### src/rtl/piso_shift_tx.sv
// Parallel-in/serial-out transmitter: latches a WIDTH-bit word on Start and
// shifts it out LSB-first on SOD, framed by SOV, with Busy/Done handshake.
module piso_shift_tx #(
  parameter int   WIDTH      = 8,
  parameter logic IDLE_LEVEL = 1'b0
) (
  input  logic             Clk,
  input  logic             RS,
  input  logic             Start,
  input  logic [WIDTH-1:0] PD,
  output logic             SOD,
  output logic             SOV,
  output logic             Busy,
  output logic             Done
);

  localparam int CNT_W = (WIDTH > 1) ? $clog2(WIDTH) : 1;
  localparam logic [CNT_W-1:0] LAST_BIT = CNT_W'(WIDTH - 1);

  typedef enum logic [1:0] {
    IDLE  = 2'd0,
    SHIFT = 2'd1,
    DONE  = 2'd2
  } state_t;

  state_t           state, state_n;
  logic [WIDTH-1:0] sreg, sreg_n;
  logic [CNT_W-1:0] cnt, cnt_n;
  logic             sod_n, sov_n, busy_n, done_n;

  always_ff @(posedge Clk or posedge RS) begin
    if (RS) begin
      state <= IDLE;
      sreg  <= '0;
      cnt   <= '0;
      SOD   <= IDLE_LEVEL;
      SOV   <= 1'b0;
      Busy  <= 1'b0;
      Done  <= 1'b0;
    end else begin
      state <= state_n;
      sreg  <= sreg_n;
      cnt   <= cnt_n;
      SOD   <= sod_n;
      SOV   <= sov_n;
      Busy  <= busy_n;
      Done  <= done_n;
    end
  end

  always_comb begin
    state_n = state;
    sreg_n  = sreg;
    cnt_n   = cnt;
    unique case (state)
      IDLE: begin
        if (Start) begin
          sreg_n  = PD;
          cnt_n   = '0;
          state_n = SHIFT;
        end
      end
      SHIFT: begin
        sreg_n = sreg >> 1;
        // Counter holds on the last bit so it never wraps while shifting.
        if (cnt == LAST_BIT) begin
          state_n = DONE;
        end else begin
          cnt_n = cnt + CNT_W'(1);
        end
      end
      DONE: begin
        state_n = IDLE;
      end
      default: begin
        state_n = IDLE;
      end
    endcase
  end

  // Output flops are loaded from the next state so SOD carries PD[0] right after the accepting edge.
  always_comb begin
    sod_n  = IDLE_LEVEL;
    sov_n  = 1'b0;
    busy_n = 1'b0;
    done_n = 1'b0;
    unique case (state_n)
      SHIFT: begin
        sod_n  = sreg_n[0];
        sov_n  = 1'b1;
        busy_n = 1'b1;
      end
      DONE: begin
        done_n = 1'b1;
        busy_n = 1'b1;
      end
      default: begin
        sod_n = IDLE_LEVEL;
      end
    endcase
  end

endmodule

### config.mk
export PLATFORM = sky130hd
export DESIGN_NAME = piso_shift_tx
export DESIGN_NICKNAME = d
export VERILOG_FILES = /design/src/rtl/piso_shift_tx.sv
export SDC_FILE = /design/constraint.sdc
export NUM_CORES = 1
export LEC_CHECK = 0
export CORE_ASPECT_RATIO = 0.9
export CORE_MARGIN = 4
export CORE_UTILIZATION = 25
export CTS_CLUSTER_DIAMETER = 60
export CTS_CLUSTER_SIZE = 16
export DETAILED_ROUTE_END_ITERATION = 10
export HOLD_SLACK_MARGIN = 0.06
export PLACE_DENSITY_LB_ADDON = 0.2
export SETUP_SLACK_MARGIN = 0.15
export SLEW_MARGIN = 20
export SYNTH_ARGS = -nofsm -noshare
export SYNTH_HDL_FRONTEND = slang
export SYNTH_SLANG_ARGS = --single-unit
### constraint.sdc
create_clock -name Clk -period 4.2 [get_ports Clk]
set_input_delay 0.42 -clock Clk [delete_from_list [all_inputs] [get_ports Clk]]
set_output_delay 0.42 -clock Clk [all_outputs]
set_load 0.01 [all_outputs]
==> results of run 1 <==
[critical path, stage by stage]
cell	delay (ps)
clkdlybuf4s50_1	610
o21bai_4	310
a21o_2	140
inv_1	50
ha_1	200
nor3b_1	130
[cell families (layout without fill, tap and decap cells)]
family / Yosys count / in the layout / synth area share
flops: 17 / 17 / 0.523
buf+inv: 10 / 25 / 0.0738
compound gates: 22 / 22 / 0.197
simple gates: 25 / 25 / 0.145
fa+ha+maj: 4 / 4 / 0.0615
[placed cells by master (no fill, tap or decap), drive strengths merged]
master	instances
o21bai	1
a21oi	3
or3	1
nor3	1
nor2	4
nand3	3
o21ai	4
dfrtp	17
o22ai	5
a21o	1
nor3b	1
clkdlybuf4s50	14
nand2	12
inv	7
ha	4
o211ai	3
clkbuf	4
o31ai	2
nand2b	2
a32oi	1
a22oi	2
and2b	1
[sequential cells by signal (all words and copies together) (netlist names)]
name	flops
Done	1
SOD	1
state	2
Busy	1
SOV	1
cnt	3
sreg	8
[stage by stage]
stage	std cells	worst slack (ps)	cell area, um^2	utilization
2_1_floorplan	78	2710	813	-
3_3_place_gp	131	2220	972	0.315
3_5_place_dp	131	2170	972	0.315
4_1_cts	135	2490	998	0.323
5_1_grt	135	2360	998	0.323
6_report	135	2500	998	0.323
[how the worst min path moves through the flow]
stage,startpoint,to,cells past startpoint
5_1_grt,sreg[4]$_DFFE_PP0P_,sreg[4]$_DFFE_PP0P_,2
6_report,sreg[6]$_DFFE_PP0P_,sreg[6]$_DFFE_PP0P_,2
2_1_floorplan,RS,Busy$_DFF_PP0_,1
3_5_place_dp,sreg[6]$_DFFE_PP0P_,sreg[6]$_DFFE_PP0P_,2
4_1_cts,sreg[6]$_DFFE_PP0P_,sreg[6]$_DFFE_PP0P_,2
3_3_place_gp,sreg[6]$_DFFE_PP0P_,sreg[6]$_DFFE_PP0P_,2
[cell usage after synthesis]
cell	number	area, um^2
buf_6	3	33.8
o22ai_1	5	31.3
nor2_2	1	6.26
nand3_1	3	15.0
nor3_1	1	5.00
a21o_2	1	8.76
nor3b_1	1	7.51
o21ai_0	4	20.0
and2b_2	1	8.76
o211ai_1	3	22.5
inv_1	7	26.3
o21bai_4	1	18.8
nand2b_1	2	12.5
nand2_1	12	45.0
a21oi_1	3	15.0
o31ai_1	1	7.51
o31ai_2	1	12.5
dfrtp_1	17	425
a32oi_1	1	8.76
ha_1	4	50.1
nor2_1	3	11.3
or3_1	1	6.26
a22oi_1	2	15.0
[metal layers]
| metal | vias up | global-route usage |
|---|---|---|
| li1 | 302 | - |
| met1 | 277 | 0.127 |
| met2 | 12 | 0.129 |
| met3 | 2 | 0.0378 |
| met4 | 0 | 0.0149 |
| met5 | - | 0 |
[power groups by stage]
stage	clock [mW]	sequential [mW]	combinational, mW
final	0.0870	0.279	0.220
after floorplan	0	0.268	0.172
after global placement	0	0.283	0.220
after detailed placement	0	0.283	0.223
after CTS	0.0927	0.280	0.225
after global routing	0.0984	0.291	0.256
[layout make-up]
cell class | count | area share
Inverter | 7 | 0.0263
Multi-Input combinational cell | 51 | 0.328
Clock buffer | 4 | 0.0263
Sequential cell | 17 | 0.426
Timing Repair Buffer | 14 | 0.140
Tap cell | 42 | 0.0526
==> results_dict.tcl, run 1 <==
set metrics [dict create \
    outcome "complete, no violations" \
    cts.clk_slew.worst_paths_ps 100 \
    switching_power_uw 209 \
    drive_above_1_share 0.0860 \
    cts-root-buf "clkbuf_4" \
    timing.final.crit_share 0.405 \
    clk_latency_ps 290 \
    port_buffers 14 \
    cts_buffers 3 \
    post_cts_buffers 0 \
    hold_viol 0 \
    cts_tree "built" \
    ctsHoldBuffers 0 \
    tightest_slew_ps 671 \
    path_max_fanout 10 \
    rsz0062_at_grt "no" \
    combPwrFrac 0.375 \
    detail_route.wl_per_cell_um 11.8 \
    vias 593 \
    internal_power_uw 376 \
    ctsHtreeMaxLevel 1 \
    grt_antenna_before_repair 0 \
    grt_usage 0.0897 \
    arrival_ps 1880 \
    startpoint "Start" \
    initial_core_util 0.263 \
    power_leakage_nw 0.437 \
    fmax_ghz 0.589 \
    r2r_end "SOD$_DFF_PP0_" \
    ir_worst_vdd_v 0.000193 \
    fin_nets 109 \
    n_antenna_cell 0 \
    boundaryPins 15 \
    die_area_um2 4230 \
    ant_nets 0 \
    endpoint_kind "register" \
    dp_hpwl_mm 1.17 \
    worst_clock_skew_ps 7.88 \
    syn_inst 78 \
    dr_wl_met3_um 78 \
    fin_tns_setup_ps 0 \
    p_clk_frac 0.149 \
    powerDensity_nw_per_um2 587 \
    setup_viol 0 \
    yosysSeqAreaShare 0.523 \
    grt_max_degree 18 \
    whs_ps 486 \
    rrSetupSlack_ps 2600 \
    r2r_cells 6 \
    place.gp.congestion 0.733 \
    slew_viol_final 0 \
    clockBufferDepth 2 \
    grt_pass1_wl_mm 2.94 \
    finalPower_uw 586 \
    ff_latch_area_um2 425 \
    die_h_um 62.1 \
    cp.required_ps 4380 \
    syn-num-nets 93 \
    p_seq_frac 0.476 \
    slew_headroom 0.552 \
    core_um2 3090 \
    first_pass_iters 4 \
    cts_resized 0 \
    maxCapViolations 0 \
    drt-met1-wl_um 773 \
    period_minus_slack_ps 1700 \
    std_cell_rows 19 \
    top_layer_used "met4" \
    drt_wl_total_mm 1.60 \
    multi_input_area_um2 328 \
    synth_cell_types 23 \
    grt_pass1_vias 632 \
    switching_share 0.358 \
    critical_path_class "primary input to register" \
    grt_overflow 0 \
    die_x_um 68.1 \
    routed_via_density 4.39 \
    r2r-start "cnt[0]$_DFFE_PP0P_" \
    clock_sinks 17 \
    syn_to_final_growth_pct 22.8 \
    yosys_warnings 0 \
    synth_area_um2 813 \
    remaining_drc_errors 0 \
    fill_cells 314 \
    critPathLaunchType "primary input" \
    worstSetupEndpoint "SOD$_DFF_PP0_" \
    ys_ff_latch 17 \
    drtIter0Drc 31 \
    met2_length_um 730 \
    avgSynthCellArea_um2 10.4 \
    hp-class "register to register" \
]
No activity file was read; power rests on OpenSTA's default activity.
==> run 2, diff against run 1 <==
clock period = 1.7 ns   (was 4.2 ns; I/O delays follow)
==> results_dict.tcl, run 2 (synthesis gave the netlist of run 1 again) <==
set metrics [dict create \
    outcome "complete, no violations" \
    slew_viol_final 0 \
    clock_sinks 17 \
    arrival_ps 1680 \
    drtIter0Drc 23 \
    slew_headroom 0.817 \
    remaining_drc_errors 0 \
    cp.required_ps 1920 \
    ir_worst_vdd_v 0.000394 \
    largest_reg_flops 8 \
    grt-busiest-layer "met1" \
    grt_pass1_vias 662 \
    routed_via_density 4.51 \
    core_um2 3090 \
    top_register "sreg" \
    fin_tns_setup_ps 0 \
    fin_nets 114 \
    endpoint_kind "register" \
    ctsHoldBuffers 0 \
    clockBufferDepth 2 \
    vias 632 \
    final_cell_mix "dfrtp_1, clkdlybuf4s50_1, nand2_1" \
    cts_buffers 3 \
    whs_ps 177 \
    tightest_slew_ps 274 \
    hold_viol 0 \
    cts.clk_slew.worst_paths_ps 100 \
    multi_input_area_um2 348 \
    drive_above_1_share 0.184 \
    port_buffers 14 \
    grt_max_degree 18 \
    power_leakage_nw 0.464 \
    use_met2 0.124 \
    use_met1 0.128 \
    ant_nets 0 \
    maxCapViolations 0 \
    drt_wl_total_mm 1.68 \
    hp-class "primary input to asynchronous set/reset pin" \
    grt_usage 0.0936 \
    boundaryPins 15 \
    critPathLaunchType "register" \
    die_area_um2 4230 \
    clk_latency_ps 290 \
    die_h_um 62.1 \
    ctsHtreeMaxLevel 1 \
    final_common_cell "dfrtp_1" \
    die_x_um 68.1 \
    met3_usage 0.0360 \
    initial_core_util 0.263 \
    period_minus_slack_ps 1460 \
    worst_clock_skew_ps 3.25 \
    dp_hpwl_mm 1.23 \
    place.gp.congestion 0.695 \
    n_antenna_cell 0 \
    fill_cells 339 \
    timing.final.crit_share 0.860 \
    syn_to_final_growth_pct 30.2 \
    top_regs "sreg x8, cnt x3, state x2" \
    grt_overflow 0 \
    first_pass_iters 2 \
    detail_route.wl_per_cell_um 12.0 \
    grt_antenna_before_repair 0 \
    path_max_fanout 7 \
    critical_path_class "register to register" \
    ff_latch_area_um2 427 \
    cts-root-buf "clkbuf_4" \
    rsz0062_at_grt "no" \
    std_cell_rows 19 \
    powerDensity_nw_per_um2 1460 \
    setup_viol 0 \
    cts_tree "built" \
    fmax_ghz 0.684 \
    grt_pass1_wl_mm 2.95 \
]
==> run 2: cell count changes in the layout (fill, tap and decap cells not counted) <==
cell	previous run	this run
nor3b_2	0	1
dfrtp_2	0	1
ha_1	4	2
buf_4	0	5
ha_2	0	1
ha_4	0	1
clkinv_2	0	1
dfrtp_1	17	16
clkbuf_1	1	0
nor3b_1	1	0
==> run 2: worst paths after layout <==
check                      slack [ps]                 from  cells past startpoint                  end
hold / removal                    180                   RS                      3       Done$_DFF_PP0_
setup / recovery                  240   cnt[1]$_DFFE_PP0P_                      6        SOD$_DFF_PP0_
max in group asynchronous        1320                   RS                      3   state[0]$_DFF_PP0_
min in group Clk                  450                PD[7]                      3  sreg[7]$_DFFE_PP0P_
hold reg to reg                   490  sreg[6]$_DFFE_PP0P_                      2  sreg[6]$_DFFE_PP0P_
setup reg to reg                  240   cnt[1]$_DFFE_PP0P_                      6        SOD$_DFF_PP0_
==> run 2: where the power goes <==
group | switching [mW] | internal [mW]
clock network | 0.131 | 0.0875
registers | 0.123 | 0.562
logic | 0.304 | 0.338
==> run 2: metal layers <==
| layer | vias up | part of all wire |
|---|---|---|
| met5 | - | 0 |
| met4 | 0 | 0.012 |
| met3 | 4 | 0.048 |
| met2 | 11 | 0.45 |
| met1 | 306 | 0.49 |
| li1 | 311 | - |
==> run 2: what timing repair did <==
item / CTS / global route
endpoints found under the hold margin: 0 / 0
gates cloned: 0 / 0
setup buffers: 1 / 0
setup endpoints to repair: 1 / 1
gates resized for setup: 1 / 4
==> run 2: critical path: stages, from the launching register on <==
cell and delay [ps]:
dfrtp_1 420, ha_2 200, ha_4 180, a21o_2 220
inv_1 70, ha_1 160, nor3b_2 150
==> run 2: layout make-up <==
class | count | share of cell area
Sequential cell | 17 | 0.403
Inverter | 7 | 0.0248
Clock buffer | 3 | 0.0213
Multi-Input combinational cell | 51 | 0.329
Timing Repair Buffer | 19 | 0.168
Tap cell | 42 | 0.0496
Clock inverter | 1 | 0.00473
==> run 2: per-stage QoR <==
| stage | cell area [um^2] | setup WS [ps] | std cells | power, mW | util |
|---|---|---|---|---|---|
| 5_1_grt | 1060 | 144 | 140 | 1.70 | 0.343 |
| 6_report | 1060 | 238 | 140 | 1.55 | 0.343 |
| 4_1_cts | 1040 | 158 | 140 | 1.53 | 0.336 |
| 3_5_place_dp | 1000 | 101 | 135 | 1.28 | 0.324 |
| 2_1_floorplan | 813 | 213 | 78 | 1.09 | - |
| 3_3_place_gp | 1000 | 156 | 135 | 1.27 | 0.324 |
==> run 3, diff against run 2 <==
CORE_ASPECT_RATIO = 1.2   (was 0.9)
==> results_dict.tcl, run 3 (synthesis gave the netlist of run 1 again) <==
set metrics [dict create \
    outcome "complete, no violations" \
    timing.final.crit_share 0.838 \
    routed_via_density 4.56 \
    grt_max_degree 18 \
    cts-root-buf "clkbuf_4" \
    grt_pass1_vias 619 \
    ant_nets 0 \
    fmax_ghz 0.702 \
    remaining_drc_errors 0 \
    grt_usage 0.0889 \
    port_buffers 14 \
    cts.clk_slew.worst_paths_ps 100 \
    drtIter0Drc 6 \
    ctsHoldBuffers 0 \
    met2_length_um 877 \
    place_ws_ps 116 \
    period_minus_slack_ps 1430 \
    rsz0062_at_grt "no" \
    n_antenna_cell 0 \
    hold_viol 0 \
    arrival_ps 1650 \
    boundaryPins 15 \
    stdcell_count 135 \
    fin_area_um2 1050 \
    maxCapViolations 0 \
    fin_util 0.341 \
    drive_above_1_share 0.192 \
    top_regs "sreg x8, cnt x3, state x2" \
    die_x_um 60.1 \
    ctsHtreeMaxLevel 1 \
    drt_wl_total_mm 1.72 \
    fin_nets 115 \
    die_h_um 70.5 \
    cp.required_ps 1920 \
    hp-class "primary input to asynchronous set/reset pin" \
    startpoint "cnt[1]$_DFFE_PP0P_" \
    clockBufferDepth 2 \
    worst_clock_skew_ps 5.60 \
    rrSetupSlack_ps 270 \
    critPathLaunchType "register" \
    largest_reg_flops 8 \
    first_pass_iters 2 \
    initial_core_util 0.264 \
    clock_sinks 17 \
    place.gp.congestion 0.687 \
    drt-met1-wl_um 781 \
    grt_antenna_before_repair 0 \
    core_um2 3080 \
    dr_wl_met3_um 48 \
    top_register "sreg" \
    post_dp_cell_area_um2 1000 \
    finalPower_mw 1.52 \
    fin_tns_setup_ps 0 \
    die_area_um2 4230 \
    grt_overflow 0 \
    powerDensity_nw_per_um2 1450 \
    power_leakage_nw 0.464 \
    fin_ws_ps 275 \
    tightest_slew_ps 296 \
    critical_path_class "register to register" \
    vias 615 \
    syn_to_final_growth_pct 29.1 \
    cts_tree "built" \
    std_cell_rows 22 \
    slew_headroom 0.802 \
    final_common_cell "dfrtp_1" \
    endpoint_kind "register" \
    dp_hpwl_mm 1.29 \
    r2r-start "cnt[1]$_DFFE_PP0P_" \
    whs_ps 180 \
    grt_pass1_wl_mm 2.85 \
    dp.cells 130 \
    cts_buffers 3 \
    final_cell_mix "dfrtp_1, clkdlybuf4s50_1, nand2_1" \
    ir_worst_vdd_v 0.000507 \
    slew_viol_final 0 \
    detail_route.wl_per_cell_um 12.7 \
    clk_latency_ps 290 \
    path_max_fanout 3 \
    top_layer_used "met4" \
    setup_viol 0 \
]
run 3: cell types whose count changed in the layout (fill, tap and decap cells not counted), sizes merged:
cell,before,now
clkbuf,3,4
clkinv,1,0
buf,5,6
run 3: critical path, stage by stage (launching register included):
cell     delay (ps)
dfrtp_1         410
ha_2            180
ha_2            180
a21o_2          220
inv_1            70
ha_2            170
nor3b_2         140
run 3: path summary, 6_finish.rpt:
check / endpoint / cells past startpoint
worst max-delay path: SOD$_DFF_PP0_ / 6
worst min-delay path: Done$_DFF_PP0_ / 3
worst max register to register: SOD$_DFF_PP0_ / 6
worst min register to register: sreg[6]$_DFFE_PP0P_ / 2
max in group asynchronous: state[0]$_DFF_PP0_ / 3
min in group Clk: sreg[7]$_DFFE_PP0P_ / 3
run 3: timing repair:
action,CTS,global route
buffers inserted,1,0
endpoints found under the setup margin,1,2
pin swaps,0,0
gates resized for setup,0,5
run 3: routing by layer:
metal  global-route usage  vias up
li1                     -      316
met3               0.0222        2
met2                0.148        3
met4               0.0296        0
met1                0.108      294
met5                    0        -
run 3: power breakdown:
part	switching [mW]	internal (mW)
Combinational	0.293	0.329
Sequential	0.120	0.562
Clock	0.130	0.0911
run 3: cell type report:
| class | instances | area (um^2) |
|---|---|---|
| multi-input combinational | 51 | 340 |
| tap | 36 | 45.0 |
| fill | 329 | 2030 |
| sequential | 17 | 427 |
| clock buffer | 4 | 26.3 |
| timing repair buffer | 20 | 185 |
| inverter | 7 | 26.3 |
